===== src/rtl/adat_frame_deframer.sv =====
`default_nettype none
// ============================================================================
// Module   : adat_frame_deframer
// Brief    : Aligns to 256-bit ADAT frames and emits user bits and 8 samples.
// Revision : 1.0 - initial release
// ============================================================================
module adat_frame_deframer #(
    parameter int LOCK_FRAMES = 2
) (
    input  logic        clk_i,
    input  logic        rst_ni,
    input  logic        tick_ni,
    input  logic        data_i,
    input  logic        valid_i,
    input  logic        sync_i,
    output logic [23:0] sample_o,
    output logic [2:0]  channel_o,
    output logic        sample_valid_o,
    output logic [3:0]  user_o,
    output logic        frame_done_o,
    output logic        locked_o,
    output logic        frame_error_o
);

    typedef enum logic [1:0] {
        S_HUNT = 2'd0,
        S_USER = 2'd1,
        S_CHAN = 2'd2,
        S_SYNC = 2'd3
    } state_t;

    localparam logic [2:0] c_lock_frames = 3'(LOCK_FRAMES);

    state_t      r_state, w_state;
    logic [3:0]  r_run, w_run;
    logic [4:0]  r_pos, w_pos;
    logic [2:0]  r_chan, w_chan;
    logic [23:0] r_shift, w_shift;
    logic [3:0]  r_user_sh, w_user_sh;
    logic [2:0]  r_good, w_good;

    logic [23:0] w_sample;
    logic [2:0]  w_channel;
    logic [3:0]  w_user;
    logic        w_sample_valid, w_frame_done, w_locked, w_frame_error;

    logic        w_accept, w_is_sep, w_fail;
    logic [3:0]  w_run_inc;
    logic [2:0]  w_good_inc;

    assign w_accept   = !tick_ni && valid_i && sync_i;
    assign w_run_inc  = (r_run == 4'd15) ? 4'd15 : r_run + 4'd1;
    assign w_good_inc = (r_good == 3'd7) ? 3'd7 : r_good + 3'd1;
    assign w_is_sep   = (r_pos == 5'd4)  || (r_pos == 5'd9)  || (r_pos == 5'd14) ||
                        (r_pos == 5'd19) || (r_pos == 5'd24) || (r_pos == 5'd29);

    always_comb begin
        w_state        = r_state;
        w_run          = r_run;
        w_pos          = r_pos;
        w_chan         = r_chan;
        w_shift        = r_shift;
        w_user_sh      = r_user_sh;
        w_good         = r_good;
        w_sample       = sample_o;
        w_channel      = channel_o;
        w_user         = user_o;
        w_locked       = locked_o;
        w_sample_valid = 1'b0;
        w_frame_done   = 1'b0;
        w_frame_error  = 1'b0;
        w_fail         = 1'b0;

        if (!sync_i) begin
            // Decoder lost phase: silent realignment, no error strobe.
            w_state  = S_HUNT;
            w_run    = 4'd0;
            w_pos    = 5'd0;
            w_chan   = 3'd0;
            w_good   = 3'd0;
            w_locked = 1'b0;
        end else if (w_accept) begin
            case (r_state)
                S_HUNT: begin
                    if (data_i) begin
                        if (r_run >= 4'd10) begin
                            w_state = S_USER;
                            w_pos   = 5'd0;
                        end
                        w_run = 4'd0;
                    end else begin
                        w_run = w_run_inc;
                    end
                end
                S_USER: begin
                    if (r_pos == 5'd4) begin
                        if (data_i) begin
                            w_state = S_CHAN;
                            w_pos   = 5'd0;
                            w_chan  = 3'd0;
                        end else begin
                            w_fail = 1'b1;
                        end
                    end else begin
                        w_user_sh = {r_user_sh[2:0], data_i};
                        w_pos     = r_pos + 5'd1;
                    end
                end
                S_CHAN: begin
                    if (w_is_sep) begin
                        if (!data_i) begin
                            w_fail = 1'b1;
                        end else if (r_pos == 5'd29) begin
                            w_sample       = r_shift;
                            w_channel      = r_chan;
                            w_sample_valid = 1'b1;
                            w_pos          = 5'd0;
                            if (r_chan == 3'd7) begin
                                w_frame_done = 1'b1;
                                w_user       = r_user_sh;
                                w_state      = S_SYNC;
                                w_run        = 4'd0;
                            end else begin
                                w_chan = r_chan + 3'd1;
                            end
                        end else begin
                            w_pos = r_pos + 5'd1;
                        end
                    end else begin
                        w_shift = {r_shift[22:0], data_i};
                        w_pos   = r_pos + 5'd1;
                    end
                end
                default: begin
                    if (data_i) begin
                        if (r_run == 4'd10) begin
                            w_state  = S_USER;
                            w_pos    = 5'd0;
                            w_run    = 4'd0;
                            w_good   = w_good_inc;
                            w_locked = (w_good_inc >= c_lock_frames);
                        end else begin
                            w_fail = 1'b1;
                        end
                    end else if (r_run == 4'd10) begin
                        w_fail = 1'b1;
                    end else begin
                        w_run = w_run_inc;
                    end
                end
            endcase

            // The offending bit seeds the hunt so a long sync run still aligns.
            if (w_fail) begin
                w_frame_error = 1'b1;
                w_good        = 3'd0;
                w_locked      = 1'b0;
                w_state       = S_HUNT;
                w_pos         = 5'd0;
                w_chan        = 3'd0;
                w_run         = data_i ? 4'd0 : w_run_inc;
            end
        end
    end

    always_ff @(posedge clk_i or negedge rst_ni) begin
        if (!rst_ni) begin
            r_state        <= S_HUNT;
            r_run          <= 4'd0;
            r_pos          <= 5'd0;
            r_chan         <= 3'd0;
            r_shift        <= 24'd0;
            r_user_sh      <= 4'd0;
            r_good         <= 3'd0;
            sample_o       <= 24'd0;
            channel_o      <= 3'd0;
            sample_valid_o <= 1'b0;
            user_o         <= 4'd0;
            frame_done_o   <= 1'b0;
            locked_o       <= 1'b0;
            frame_error_o  <= 1'b0;
        end else begin
            r_state        <= w_state;
            r_run          <= w_run;
            r_pos          <= w_pos;
            r_chan         <= w_chan;
            r_shift        <= w_shift;
            r_user_sh      <= w_user_sh;
            r_good         <= w_good;
            sample_o       <= w_sample;
            channel_o      <= w_channel;
            sample_valid_o <= w_sample_valid;
            user_o         <= w_user;
            frame_done_o   <= w_frame_done;
            locked_o       <= w_locked;
            frame_error_o  <= w_frame_error;
        end
    end

endmodule
`default_nettype wire

===== config.mk =====
export PLATFORM = sky130hd
export DESIGN_NAME = adat_frame_deframer
export DESIGN_NICKNAME = d
export VERILOG_FILES = /design/src/rtl/adat_frame_deframer.sv
export SDC_FILE = /design/constraint.sdc
export NUM_CORES = 1
export LEC_CHECK = 0
export ABC_AREA = 1
export ABC_CLOCK_PERIOD_IN_PS = 1900
export BUFFER_PORTS_ARGS = -buffer_cell sky130_fd_sc_hd__buf_2
export CAP_MARGIN = 15
export CORE_MARGIN = 2
export CORE_UTILIZATION = 50
export CTS_BUF_LIST = sky130_fd_sc_hd__clkbuf_8
export DETAILED_ROUTE_END_ITERATION = 10
export HOLD_SLACK_MARGIN = 0.15
export PLACE_DENSITY = 0.72
export SETUP_SLACK_MARGIN = 0.02
export SLEW_MARGIN = 20
export SYNTH_ARGS = -nofsm -noshare
export SYNTH_HDL_FRONTEND = slang
export SYNTH_SLANG_ARGS = --single-unit
export TNS_END_PERCENT = 50

===== constraint.sdc =====
create_clock -name clk_i -period 1.9 [get_ports clk_i]
set_input_delay 0.095 -clock clk_i [delete_from_list [all_inputs] [get_ports clk_i]]
set_output_delay 0.095 -clock clk_i [all_outputs]
set_load 0.005 [all_outputs]

# [Word-level counts from Yosys, hierarchy flattened]
# Cells that the tools add are included.
[word_totals] register_bits=80 word_cells=162 inputBits=6
[classes] eq_ne=33 order_cmp=2 n_mux=88 n_addsub=4 n_reduce_logical=19 bitwise_logic=2
[ops] operator="5-bit 2-to-1 mux" n=12
[ops] operator="3-bit 2-to-1 mux" n=16
[ops] operator="4-bit 2-to-1 mux" n=12
[ops] operator="4-bit != test, second input constant" n=9
[ops] operator="1-bit 2-to-1 mux" n=30
[ops] operator="2-bit 2-to-1 mux" n=13
[ops] operator="8-bit AND reduction" n=3
[ops] operator="5-bit equality test, second input constant" n=3
[ops] operator="5-bit case mux with 3 select lines" n=1
[ops] operator="7-bit AND reduction" n=2
[ops] operator="4-bit case mux with 3 select lines" n=1
[ops] operator="4-bit AND reduction" n=3
[ops] operator="5-bit by 4-bit equality test with 1-bit output, second input constant" n=2
[ops] operator="5-bit != test, second input constant" n=2
[ops] operator="4-bit equality test, second input constant" n=2
[ops] operator="3-bit by 1-bit adder with 3-bit output, second input constant" n=2
[ops] operator="3-bit equality test, second input constant" n=2
[ops] operator="3-bit by 2-bit != test with 1-bit output, second input constant" n=2
[ops] operator="6-bit by 1-bit != test with 1-bit output, second input constant" n=1
[ops] operator="6-bit by 2-bit != test with 1-bit output, second input constant" n=1
[ops] operator="2-bit case mux with 3 select lines" n=1
[ops] operator="3-bit case mux with 2 select lines" n=1
[ops] operator="6-bit AND reduction" n=1
[ops] operator="5-bit by 1-bit adder with 5-bit output, second input constant" n=1
[ops] operator="other kinds (19)" n=25

# [Depth between registers and ports, before layout]
[logic_depth] ltp_word=13 mapped_depth=15 mapped_depth_nobuf=15

# [Worst setup path after synthesis]
# OpenSTA, ideal clock, no wires.
[synth_timing] path_type="register to register" from="reg r_pos[0]" to="reg r_pos[0]" period_less_slack_ns=1.826 path_stages_with_launch=14 arrival_time_ns=1.708 t_required_ns=1.783 setup_slack_ns=0.074 path_cell_list="dfrtp_1 -> inv_1 -> ha_1 -> nand2_1 -> nor2_4 -> o21ai_1 -> nor2_4 -> nand2_8 -> nand3_4 -> inv_4 -> nand2_4 -> nand3_4 -> nand2_1 -> nand2_1"
[synth_between] elab_chain_cells=13 word_cells_on_any_way=32
[synth_lines] element="from (decl)" line_no="36" text="logic [4:0] r_pos, w_pos;"
[synth_lines] element="from (signal assigned)" line_no="185" text="r_pos <= w_pos;"
[synth_lines] element="parallel branches: the longest is 13 deep, another holds 7-bit AND reduction"
# Several ways; the timed one is not identified. The select of a mux whose other input is x is not followed.
# A chain may end at the register's enable or synchronous reset.

# [Worst setup path in the final report]
[layout_timing] from="reg r_pos[0]" to="reg r_run[2]"
[layout_between] elab_chain_cells=13 word_cells_on_any_way=27
[layout_lines] element="parallel branches: the longest is 13 deep, another holds 8-bit AND reduction"
[layout_lines] element="to (signal assigned)" line_no="184" text="r_run <= w_run;"
[layout_lines] element="to (decl)" line_no="35" text="logic [3:0] r_run, w_run;"
# Several ways; the timed one is not identified. The select of a mux whose other input is x is not followed.

==> reports/qor.yml <==
synth_seq_cells: 80
via_per_inst: 5.07
fin_util: 0.639
vias: 3283
grt.total_usage: 0.205
report.final.setup_viol: 0
antenna_found_initial: 0
avgSynthCellArea_um2: 8.59
critPathLaunchType: "flip-flop"
synth_cell_types: 33
grtUsageMet3: 0.0401
ir_drop_mv: 0.449
chipHeight_um: 93.7
clk_path_buf_depth: 2
hold_viol_final: 0
rsz0062_at_grt: "yes"
ys_warn_count: 0
drt_iter0_markers: 189
fin_area_mm2: 0.00496
std_cell_rows: 32
core_mm2: 0.00777
tritoncts: "built"
grt.busiest_layer: "met2"
cp.arrival_ps: 2150
die_area_mm2: 0.00877
use_met2: 0.311
fin_crit_ps: 1900
worst_slew_pin_slew_ps: 738
finalMaxSlewViolations: 0
diodes: 0
fmax_mhz: 527
synth_seq_area_share: 0.498
h-tree-depth: 3
leakagePower_uw: 0.00242
grt_pass1_wl_mm: 14.2
synthDominantCellAreaShare: 0.498
crit_required_ps: 2150
cp_max_fo: 6
placed_area_mm2: 0.00446
gr-total-overflow: 0
cts_buffers: 9
yosysTopAreaCell: "dfrtp_1"
grt_pass1_vias: 3096
max_slew_margin: 0.506
start_util: 0.517
clk_pin_slew_worst_paths_ps: 90
synth_area_leaders: "dfrtp_1 50%, nand2_1 12%, inv_1 5.3%"
hold_path_class: "primary input to flip-flop"
synthesis.nets: 487
syn_inst: 468
area_growth_pct: 23.5
wl_per_cell_um: 12.7
drive_gt1_frac: 0.275
grt_max_degree: 65
criticalPathCategory: "flip-flop to flip-flop"
power.density_mw_per_mm2: 949
port-buffer-count: 40
die_w_um: 93.7
fillerInstances: 660
clock_latency_ps: 350
status: "complete, no violations"
io-pin-count: 41
drc: 0
hpwlAfterDp_mm: 5.70
root_buffer: "clkbuf_8"
finClkSkew_ps: 7.00
finalNetCount: 560
drtPass1Iterations: 5
fin_crit_sh: 1.00
ant_nets: 0
maxCapViolCount: 0
gr-usage-met1: 0.294
endpoint_kind: "flip-flop"
routabilityCongestion: 0.884
syn_area_mm2: 0.00402
routed_wl_mm: 8.22
cts.sinks: 80
==> layout by cell type (no fill, tap or decap), types with 2 or more instances in the layout <==
| cell | n |
|---|---|
| clkbuf_8 | 9 |
| inv_8 | 2 |
| inv_6 | 3 |
| ha_4 | 2 |
| ha_1 | 7 |
| nor2_2 | 3 |
| nand2_8 | 2 |
| nand3_1 | 22 |
| nor3_1 | 5 |
| dfrtp_1 | 79 |
| a21oi_2 | 2 |
| o211ai_1 | 3 |
| a21oi_1 | 3 |
| inv_1 | 53 |
| o21ai_0 | 29 |
| nand3_2 | 6 |
| nand4_4 | 3 |
| buf_4 | 26 |
| bufinv_16 | 2 |
| nand4_1 | 10 |
| ha_2 | 4 |
| nand2_1 | 126 |
| o21bai_1 | 4 |
| nand2_4 | 6 |
| buf_2 | 39 |
| nor2_1 | 12 |
| nand2_2 | 8 |
| o21ai_1 | 36 |
| nand3_4 | 3 |
| inv_2 | 11 |
| nor3_4 | 2 |
| nor3_2 | 2 |
| nor2_4 | 5 |
| dlygate4sd3_1 | 3 |
| buf_12 | 3 |
==> kinds of logic after synthesis <==
logic type	share of synthesized area
simple gates	0.265
compound gates	0.107
flops	0.498
buf+inv	0.0850
fa+ha+maj	0.0405
xor+xnor	0.00436
==> path summary, 6_finish.rpt <==
kind                            slack (ps)  cells after the start  startpoint             to
worst max-delay path                   0.8                     13    r_pos[0]       r_run[2]
worst min-delay path                   170                      5     valid_i  frame_error_o
min in group asynchronous              270                      3      rst_ni   sample_o[23]
worst min register to register         480                      2   user_o[3]      user_o[3]
max in group asynchronous              490                      3      rst_ni       r_pos[0]
worst max register to register         0.8                     13    r_pos[0]       r_run[2]
==> repair_timing <==
| action | 4_1_cts | 5_1_grt |
|---|---|---|
| hold buffers | 3 | 0 |
| pin swaps | 16 | 14 |
| endpoints found under the hold margin | 82 | 0 |
| endpoints found under the setup margin | 17 | 64 |
| cloned | 2 | 0 |
| buffers inserted | 4 | 3 |
| resized for setup | 27 | 23 |
==> synth_stat cells, drive strengths merged <==
library cell / count
clkbuf: 2
xor2: 2
inv: 66
o21ai: 66
o211ai: 3
nor3: 9
o21bai: 4
a31oi: 2
dfrtp: 80
nand4: 13
a21oi: 5
ha: 13
nand3: 31
nand2: 140
o31ai: 1
nor2: 20
buf: 10
nand3b: 1
==> worst max-delay path, stage by stage (launching register included) <==
cell and delay [ps]:
dfrtp_2 450, inv_2 100, ha_4 150, nand2_4 50, nor2_4 160, o21ai_2 100, nor2_4 180, nand2_8 90
nand3_4 120, inv_6 70, nand2_4 90, nand4_4 110, nand2_1 80, nand2_1 40
==> per-stage QoR <==
| stage | TNS (ps) | std cells | hold WS [ps] | total power (µW) | worst slack [ps] |
|---|---|---|---|---|---|
| after floorplan | 0 | 468 | -201 | 2710 | 74.5 |
| after global placement | 0 | 620 | -19.4 | 3050 | 19.7 |
| after detailed placement | -488 | 620 | -17.9 | 3080 | -53.7 |
| after CTS | 0 | 645 | 156 | 4670 | 11.8 |
| after global routing | -2520 | 648 | 192 | 4990 | -140 |
| final | 0 | 648 | 167 | 4710 | 0.767 |
==> per-layer routing <==
| metal | part of all wire | wire length (µm) | vias up |
|---|---|---|---|
| li1 | - | - | 1666 |
| met1 | 0.46 | 3820 | 1525 |
| met2 | 0.47 | 3850 | 80 |
| met3 | 0.048 | 398 | 12 |
| met4 | 0.018 | 152 | 0 |
| met5 | 0 | 0 | - |
==> power by group <==
group / internal, µW / switching (µW)
Clock: 768 / 689
Sequential: 1840 / 102
Combinational: 529 / 785
Total: 3130 / 1580
==> final cells by class <==
cell class / instances / area (µm²) / share of cell area
Clock inverter: 7 / 108 / 0.0217
Timing Repair Buffer: 72 / 492 / 0.0991
Clock buffer: 9 / 124 / 0.0250
Multi-Input combinational cell: 312 / 1850 / 0.373
Sequential cell: 80 / 2000 / 0.404
Tap cell: 102 / 128 / 0.0257
Inverter: 66 / 255 / 0.0514
==> registers in the layout, indices dropped and copies added (netlist names), 2 cells and up <==
name and flops:
channel_o 3, r_chan 3, r_good 3, r_pos 5, r_run 4, r_shift 24
r_state 2, r_user_sh 4, sample_o 24, user_o 4
Note: power is estimated with default switching activity, not from simulation.
